File: config.mk
export PLATFORM = sky130hd
export DESIGN_NAME = fetch_ctrl
export DESIGN_NICKNAME = d
export VERILOG_FILES = /design/src/rtl/fetch_ctrl.sv
export SDC_FILE = /design/constraint.sdc
export NUM_CORES = 1
export LEC_CHECK = 0
export CAP_MARGIN = 5
export CORE_MARGIN = 5
export CORE_UTILIZATION = 35
export DETAILED_ROUTE_END_ITERATION = 12
export PLACE_DENSITY_LB_ADDON = 0.12
export SLEW_MARGIN = 20
export SYNTH_ARGS = -nofsm -noshare
export SYNTH_HDL_FRONTEND = slang
export SYNTH_SLANG_ARGS = --single-unit
File: constraint.sdc
create_clock -name clk -period 3.2 [get_ports clk]
set_input_delay 0.48 -clock clk [delete_from_list [all_inputs] [get_ports clk]]
set_output_delay 0.48 -clock clk [all_outputs]
set_load 0.01 [all_outputs]
File: src/rtl/fetch_ctrl.sv
// Instruction-fetch sequencer: issues word reads to instruction memory, strobes the IR on
// response, absorbs mid-fetch redirects by draining stale responses, and flags misaligned PCs.
module fetch_ctrl (
    input  logic        clk,
    input  logic        rst,
    input  logic        fetch_req,
    input  logic [31:0] pc_in,
    input  logic        redirect,
    input  logic [31:0] redirect_pc,
    output logic        imem_read,
    output logic [31:0] imem_address,
    input  logic        imem_resp,
    input  logic [31:0] imem_rdata,
    output logic        ir_load,
    output logic [31:0] ir_data,
    output logic        fetch_done,
    output logic        fetch_fault,
    output logic [31:0] fetch_count
);

    typedef enum logic [1:0] {IDLE, FETCH, DRAIN} state_t;

    state_t      state, state_d;
    logic [31:0] addr_q, addr_d;
    logic [31:0] next_q, next_d;
    logic [31:0] count_q;
    logic        fault_q, fault_d;
    logic        launch;
    logic [31:0] launch_pc;

    // NOTE: every combinational output gets a default first so no path leaves it unassigned (no latches).
    always_comb begin
        state_d   = state;
        addr_d    = addr_q;
        next_d    = next_q;
        fault_d   = 1'b0;
        ir_load   = 1'b0;
        launch    = 1'b0;
        launch_pc = redirect_pc;

        case (state)
            IDLE: begin
                if (fetch_req) begin
                    if (pc_in[1:0] == 2'b00) begin
                        addr_d  = pc_in;
                        state_d = FETCH;
                    end else begin
                        fault_d = 1'b1;
                    end
                end
            end
            FETCH: begin
                if (imem_resp && !redirect) begin
                    ir_load = 1'b1;
                    state_d = IDLE;
                end else if (imem_resp) begin
                    launch = 1'b1;
                end else if (redirect) begin
                    // The in-flight read cannot be withdrawn, so park the target until it returns.
                    next_d  = redirect_pc;
                    state_d = DRAIN;
                end
            end
            DRAIN: begin
                if (imem_resp) begin
                    launch    = 1'b1;
                    launch_pc = redirect ? redirect_pc : next_q;
                end else if (redirect) begin
                    next_d = redirect_pc;
                end
            end
            default: state_d = IDLE;
        endcase

        // A redirect target is checked for alignment only when it is about to be read.
        if (launch) begin
            if (launch_pc[1:0] == 2'b00) begin
                addr_d  = launch_pc;
                state_d = FETCH;
            end else begin
                fault_d = 1'b1;
                state_d = IDLE;
            end
        end
    end

    // NOTE: sequential state uses non-blocking assignments so all registers update together at the edge.
    always_ff @(posedge clk or posedge rst) begin
        if (rst) begin
            state   <= IDLE;
            addr_q  <= '0;
            next_q  <= '0;
            count_q <= '0;
            fault_q <= 1'b0;
        end else begin
            state   <= state_d;
            addr_q  <= addr_d;
            next_q  <= next_d;
            fault_q <= fault_d;
            if (ir_load) begin
                count_q <= count_q + 32'd1;
            end
        end
    end

    assign imem_read    = (state != IDLE);
    assign imem_address = addr_q;
    assign ir_data      = imem_rdata;
    assign fetch_done   = ir_load;
    assign fetch_fault  = fault_q;
    assign fetch_count  = count_q;

endmodule
## After elaboration in Yosys (flattened, before gate mapping)

Cells that the tools add are included.

- Mux-type cells: 29
- Add/sub/neg operators: 1
- Equal/unequal tests: 8
- Reductions and logical operators: 9

Operators with widths:

| kind | count |
|---|---|
| $mux 32 | 10 |
| $pmux 32 s2 | 1 |
| $add 32x1->32 const B | 1 |
| $mux 2 | 6 |
| $mux 1 | 10 |
| $ne 4x4->1 const B | 2 |
| $logic_not 2->1 | 3 |
| $ne 3x3->1 const B | 2 |
| $pmux 2 s3 | 1 |
| $reduce_and 5->1 | 1 |
| $ne 2x2->1 const B | 2 |
| $reduce_bool 2->1 | 2 |
| $eq 2x1->1 const B | 1 |
| $eq 2x2->1 const B | 1 |
| $pmux 1 s2 | 1 |
| $reduce_and 2->1 | 1 |
| $logic_and 1x1->1 | 1 |
| $logic_not 1->1 | 1 |

- Bits in registers: 99
- Word-level logic and storage cells: 52

## Logic depth before layout (Yosys ltp)

Gate-level depths: netlist of the first run.

- Depth in word-level cells: 6
- Mapped depth: 7
- Gate-level depth less buffers: 6

## Worst setup path after synthesis of the first run

No wires, ideal clock.

- Kind: flip-flop to flip-flop
- Start point: register state[0]
- End point: register addr_q[10], in the netlist imem_address[10]
- Arrival: 1567 ps
- Period minus slack after synthesis: 1693 ps
- Path slack: 1507 ps
- Stages on the path, launching flop included: 8
- Path buffers: 1
- Path through: dfrtp_1 > inv_1 > ha_1 > nand2_1 > nor3_2 > buf_2 > mux2i_1 > mux2i_1

- Word-level cells in the longest chain between the ends: 5
- Elaborated cells between the ends (all ways): 9
- Those cells by class: eq/ne (2); mux (5); reduce/logical (2)

RTL lines:

| element | line | text |
|---|---|---|
| from (decl) | 23 | `state_t state, state_d;` |
| from (signal assigned) | 96 | `state <= state_d;` |
| $eq 2x2->1 | 41 | `case (state)` |
| $mux 32 | 41 |  |
| $logic_not 2->1 | 77 | `if (launch_pc[1:0] == 2'b00) begin` |
| $mux 32 | 77 |  |
| $mux 32 (*) | 76 | `if (launch) begin` |
| net addr_d[10] | 24 | `logic [31:0] addr_q, addr_d;` |
| to (signal assigned) | 97 | `addr_q <= addr_d;` |
| to (decl) | 24 |  |

Mark *: on every way through the listed nets, which the timed path passes. The rest lies on a longest branch.
A chain may end at the register's enable or synchronous reset.

## Final worst setup path of the first run

- Start point: input imem_resp
- End point: output ir_load

- Word-level cells in the longest chain between the ends: 3

RTL lines:

| element | line | text |
|---|---|---|
| from (decl) | 12 | `input logic imem_resp,` |
| $logic_and 1x1->1 | 53 | `if (imem_resp && !redirect) begin` |
| $mux 1 | 53 |  |
| $mux 1 | 41 |  |
| to (decl) | 14 | `output logic ir_load,` |

No other way between the ends.

==> flow_summary.toml, run 1 <==
[synth]
post_synth.cell_area_avg_um2 = 12.8
ys_async_sr_fraction = 1.00
synth.ff_latch_count = 99
synth_enable_flop_cells = 0
synth-main-ff-cell = "sky130_fd_sc_hd__dfrtp_1"
syn_area_um2 = 5010
syn_nets = 496
synth-warning-count = 0
synth_sequential_area_ratio = 0.495
postSynthCellCount = 391
yosysUniqueCellTypes = 35

[power]
p_leak_nw = 2.89
vdd.ir_drop.worst_mv = 0.283
power-per-cell-area_nw_per_um2 = 692

[final_layout]
layout.cells.most_common_list = "136 x sky130_fd_sc_hd__clkdlybuf4s50_1, 99 x sky130_fd_sc_hd__dfrtp_1, 92 x sky130_fd_sc_hd__mux2i_1"
finalNonFillerCells = 685
mostFrequentLayoutCell = "sky130_fd_sc_hd__clkdlybuf4s50_1"
antenna_cells_inserted = 0
layout-area-overhead-vs-synth_pct = 33.1
nFillCells = 1307
fraction_of_layout_instances_using_a_drive_strength_above_1 = 0.0752
finish.net_count = 605

[critical_path]
crit_path_start_kind = "input pin"
worstSetupEndpointType = "output port"
critical_path.max_stage_delay_ns = 0.70
required_ns = 2.72
critical_path.n_buffers_inverters = 3
critPathSlowestCell = "sky130_fd_sc_hd__clkdlybuf4s50_1"
critical_path_arrival_ns = 2.04
path_common_cell = "sky130_fd_sc_hd__clkdlybuf4s50_1"
timing.critical_path.fanout_max = 7
reg2reg_slack_ns = 1.20
timing.critical_path.cells = "clkdlybuf4s50_1 -> nand3b_4 -> inv_2 -> clkdlybuf4s50_1"
worst_path_dominant_cell_family = "buffers and inverters"
critPathKind = "input pin to output port"

[sta]
finalHoldViolCount = 0
worst_slew_pin_slew_ns = 0.779
setup_total_negative_slack_ns = 0
finalMaxSlewViolations = 0
timing.slew.headroom = 0.481
finalSetupViolations = 0
finalCriticalPeriod_ns = 2.52
final.period_utilization = 0.789
fin_hold_ws_ns = 0.489
timing_limited_maximum_frequency_ghz = 0.396
clock_skew_ns = 0.00576
setup_repair_after_global_routing_missed_its_margin = "false"

[clock_network]
cts_tree = "yes"
cts_root_buffer = "sky130_fd_sc_hd__clkbuf_16"
post-cts-setup-buffers = 0
numCtsBuffers = 9
cts_h_tree_depth = 3
cts.repair.resized = 0
path_clk_slew_ns = 0.06
clock_tree.buffer_depth = 2
cts.hold.buffers_added = 0
tritoncts_sink_count = 99
clock_latency_on_the_worst_skew_pair_ns = 0.34

[place]
place_congestion = 0.796
placed_cells = 669
numPortBuffers = 136
hpwl_um = 8150

[status]
run_status = "finished clean"

[floorplan]
die_w_um = 130
standard_cell_core_area_um2 = 13900
area_of_the_die_um2 = 16800
io-pin-count = 201
die_h_um = 130
placementRows = 43
initial_core_util = 0.359

[route]
drt_pass1_iterations = 4
drt_drc_violations_left = 0
avgRoutedWirePerCell_um = 16.5
vias = 3311
dr.first_iter.drc_count = 65
post_drt_via_cell_ratio = 4.83
drtAntennaViolNets = 0
route.final.wire_length_um = 11300

[global_routing]
grt_pass1_wl_um = 18200
first_global_vias = 3527
grt_antenna_before_repair = 0
maximum_number_of_pins_on_one_net_before_global_route_repair = 61
grt_remaining_overflow = 0
grtUsageTotal = 0.136

[flow_run]
number_of_max_cap_violations = 0

[worst_hold_path]
hold_path.class = "register to register"
==> where the power goes <==
part | internal [W] | leakage [nW] | switching (W)
registers | 0.00169 | 1.24 | 0.000237
logic | 0.000868 | 1.49 | 0.000624
clock network | 0.000727 | 0.159 | 0.000465
total | 0.00329 | 2.89 | 0.00133
==> layout make-up <==
cell class                 instances  area [um2]  area share
sequential                        99        2480       0.372
timing repair buffer             145        1430       0.214
clock buffer                      12         256      0.0385
inverter                           8        32.5     0.00488
clock inverter                     4        72.6      0.0109
multi-input combinational        237        2170       0.326
tap                              180         225      0.0338
==> logic make-up after synthesis <==
kind of cell    after synthesis  share of synthesized area
buf+inv                      55                     0.0732
fa+ha+maj                     4                     0.0100
simple gates                 72                      0.102
flops                        99                      0.495
compound gates                5                    0.00824
mux                         124                      0.256
xor+xnor                     32                     0.0560
==> state kept, by name, indices dropped and copies added, names as in the netlist <==
name          cells
imem_address     32
fetch_count      32
next_q           32
state             2
fetch_fault       1
==> worst paths after layout <==
check / endpoint / depth (start not counted) / from
max: ir_load / 4 / imem_resp
min: next_q[2] / 1 / next_q[2]
max reg2reg: imem_address[14] / 7 / state[1]
min reg2reg: next_q[2] / 1 / next_q[2]
max in group asynchronous: imem_address[22] / 3 / rst
min in group asynchronous: imem_address[30] / 2 / rst
==> Yosys cell counts, drive strengths merged (2+ instances only) <==
cell type | n | area [um2]
mux2i | 92 | 921
xnor2 | 29 | 254
buf | 47 | 337
xor2 | 3 | 26.3
clkinv | 2 | 7.51
nand2 | 13 | 48.8
nand3 | 13 | 65.1
mux2 | 32 | 360
nor3 | 4 | 36.3
nor3b | 2 | 15.0
dfrtp | 99 | 2480
ha | 4 | 50.1
nor4 | 4 | 85.1
nand3b | 3 | 47.6
and3 | 3 | 18.8
nor2 | 10 | 37.5
nand4 | 13 | 93.8
inv | 6 | 22.5
and4 | 3 | 26.3
==> per-layer routing <==
layer	share of wire	track usage
met4	0.016	0.0538
met1	0.45	0.176
met2	0.47	0.216
met3	0.069	0.0387
met5	0	0
==> worst register-to-register path: cells and delay by family (launching register included) <==
family	cells	cell delay (ns)
buffers and inverters	2	0.57
DFF	1	0.41
muxes	2	0.38
adders and majority gates	1	0.26
and+or+nand+nor	2	0.26
==> metrics by stage <==
step / util / setup slack (ns) / area [um2] / power, W
global placement: 0.455 / 0.708 / 6330 / 0.00344
global route: 0.478 / 0.600 / 6660 / 0.00490
finish: 0.478 / 0.676 / 6660 / 0.00461
CTS: 0.478 / 0.661 / 6660 / 0.00470
floorplan: - / 0.130 / 5010 / 0.00277
detailed placement: 0.455 / 0.670 / 6330 / 0.00348
Power figures use the tool's default switching activity.
==> inputs of run 2 (changes only) <==
clock period = 2.23 ns   (was 3.2 ns; I/O delays follow)
==> run 2 against run 1 <==
Compared with the run above:
- sequential cell count is the same
- hold slack got worse by 0.067 ns
- die area unchanged
- clock skew increased by 0.0032 ns
- global-route usage grew 0.77 points
- sequential share of layout area decreased by 0.48 points
- critical path type is now register to output port
- largest cell class unchanged
==> flow_summary.toml, run 2 (synthesis gave the netlist of run 1 again) <==
[power]
cell_internal_pwr_w = 0.00464
vdd.ir_drop.worst_mv = 0.449
clkPwrFrac = 0.243
power.net_switching_w = 0.00192
power_frac_seq = 0.421
pwr-share-comb = 0.336
p_leak_nw = 2.96
sw_frac_of_total = 0.293
power-per-cell-area_nw_per_um2 = 972

[route]
drt_pass1_iterations = 4
avgRoutedWirePerCell_um = 16.9
drtAntennaViolNets = 0
drt_drc_violations_left = 0
vias = 3336
dr.first_iter.drc_count = 126
route.final.wire_length_um = 11700
post_drt_via_cell_ratio = 4.84

[place]
hpwl_um = 8350
numPortBuffers = 136
place_congestion = 0.771
setup_slack_after_placement_ns = 0.0636

[critical_path]
critPathKind = "register to output port"
crit_path_start_kind = "register"
required_ns = 1.90
timing.critical_path.cells = "inv_1 -> ha_1 -> inv_1 -> clkdlybuf4s50_1"
timing.critical_path.fanout_max = 4
worst_path_dominant_cell_family = "buffers and inverters"
critical_path.max_stage_delay_ns = 0.56
critical_path_arrival_ns = 1.72
critical_path.n_buffers_inverters = 3
reg2reg_slack_ns = 0.37
critical_path.reg2reg.endpoint = "imem_address[18]"
critPathSlowestCell = "sky130_fd_sc_hd__clkdlybuf4s50_1"
path_common_cell = "sky130_fd_sc_hd__inv_1"
critical_path.reg2reg.startpoint = "state[0]"
rr_worst_depth = 7
worstSetupEndpointType = "output port"
cp_num_cells = 4

[sta]
finalSetupViolations = 0
final.period_utilization = 0.919
timing_limited_maximum_frequency_ghz = 0.488
clock_skew_ns = 0.00898
finalCriticalPeriod_ns = 2.05
finalMaxSlewViolations = 0
finalHoldViolCount = 0
setup_repair_after_global_routing_missed_its_margin = "false"
timing.slew.headroom = 0.586
worst_slew_pin_slew_ns = 0.620
setup_total_negative_slack_ns = 0
post-route-worst-setup-slack_ns = 0.180

[final_layout]
mostFrequentLayoutCell = "sky130_fd_sc_hd__clkdlybuf4s50_1"
antenna_cells_inserted = 0
fraction_of_layout_instances_using_a_drive_strength_above_1 = 0.0864
layout.cells.most_common_list = "134 x sky130_fd_sc_hd__clkdlybuf4s50_1, 99 x sky130_fd_sc_hd__dfrtp_1, 92 x sky130_fd_sc_hd__mux2i_1"
layout-area-overhead-vs-synth_pct = 34.8
finish.net_count = 609
nFillCells = 1266

[flow_run]
number_of_max_cap_violations = 0

[floorplan]
standard_cell_core_area_um2 = 13900
die_w_um = 130
area_of_the_die_um2 = 16800
io-pin-count = 201
initial_core_util = 0.359
placementRows = 43
die_h_um = 130

[clock_network]
cts_root_buffer = "sky130_fd_sc_hd__clkbuf_16"
cts_tree = "yes"
path_clk_slew_ns = 0.07
tritoncts_sink_count = 99
post-cts-setup-buffers = 0
clock_latency_on_the_worst_skew_pair_ns = 0.35
clock_tree.buffer_depth = 2
numCtsBuffers = 9
cts_h_tree_depth = 3

[global_routing]
first_global_vias = 3575
grt_pass1_wl_um = 18800
grt_remaining_overflow = 0
grt_antenna_before_repair = 0
maximum_number_of_pins_on_one_net_before_global_route_repair = 52
grtUsageTotal = 0.144

[status]
run_status = "finished clean"

[worst_hold_path]
hold_path.class = "input pin to async pin"
## run 2: layer usage
| layer | GRT usage | vias up | wire length [um] |
|---|---|---|---|
| met3 | 0.0437 | 27 | 777 |
| met1 | 0.194 | 1633 | 5430 |
| li1 | - | 1579 | - |
| met4 | 0.0660 | 0 | 263 |
| met5 | 0 | - | 0 |
| met2 | 0.213 | 97 | 5180 |
## run 2: tightest hold or removal path, delay by kind of cell
family                 cells  cell delay (ns)
buffers and inverters      3             0.82
## run 2: how the worst max path moves through the flow
stage	to	startpoint	slack, ns
6_report	imem_read	state[0]	0.18
5_1_grt	imem_read	state[0]	0.11
4_1_cts	ir_load	state[1]	0.009
3_5_place_dp	fetch_count[24]	imem_resp	0.06
3_3_place_gp	fetch_done	imem_resp	0.11
2_1_floorplan	imem_address[10]	state[0]	0.54
## run 2: final cells by class
class | count | area, um2 | share of cell area
Tap cell | 180 | 225 | 0.0334
Clock inverter | 4 | 48.8 | 0.00723
Inverter | 8 | 33.8 | 0.00500
Sequential cell | 99 | 2480 | 0.367
Timing Repair Buffer | 149 | 1530 | 0.226
Multi-Input combinational cell | 237 | 2180 | 0.323
Clock buffer | 12 | 256 | 0.0380
## run 2: through the flow
step                      power, W  cell area (um2)  instances  hold slack, ns   util
final                      0.00656             6750        689           0.422  0.484
after detailed placement   0.00503             6430        673           0.480  0.461
after global routing       0.00702             6750        689           0.449  0.484
after CTS                  0.00669             6750        689           0.434  0.484
after floorplan            0.00397             5010        391           0.464      -
after global placement     0.00498             6430        673           0.463  0.461
## run 2: timing repair
item                       4_1_cts  5_1_grt
gates resized for setup          2        3
pin swaps                        0        0
gates cloned                     0        0
hold buffers                     0        0
setup endpoints to repair        2        2
## run 2: power by group through the flow
| stage | Combinational (W) | Clock, W | Sequential, W |
|---|---|---|---|
| after floorplan | 0.00108 | 0 | 0.00289 |
| after global placement | 0.00219 | 0 | 0.00278 |
| after detailed placement | 0.00223 | 0 | 0.00280 |
| after CTS | 0.00226 | 0.00166 | 0.00277 |
| after global routing | 0.00243 | 0.00174 | 0.00285 |
| final | 0.00220 | 0.00160 | 0.00276 |
==> inputs of run 3 (changes only) <==
CTS_CLUSTER_SIZE = 30   (was unset)
SLEW_MARGIN = 30   (was 20)
==> results of run 3 <==
No change in the layout: final DEF, timing and power equal those of run 2.
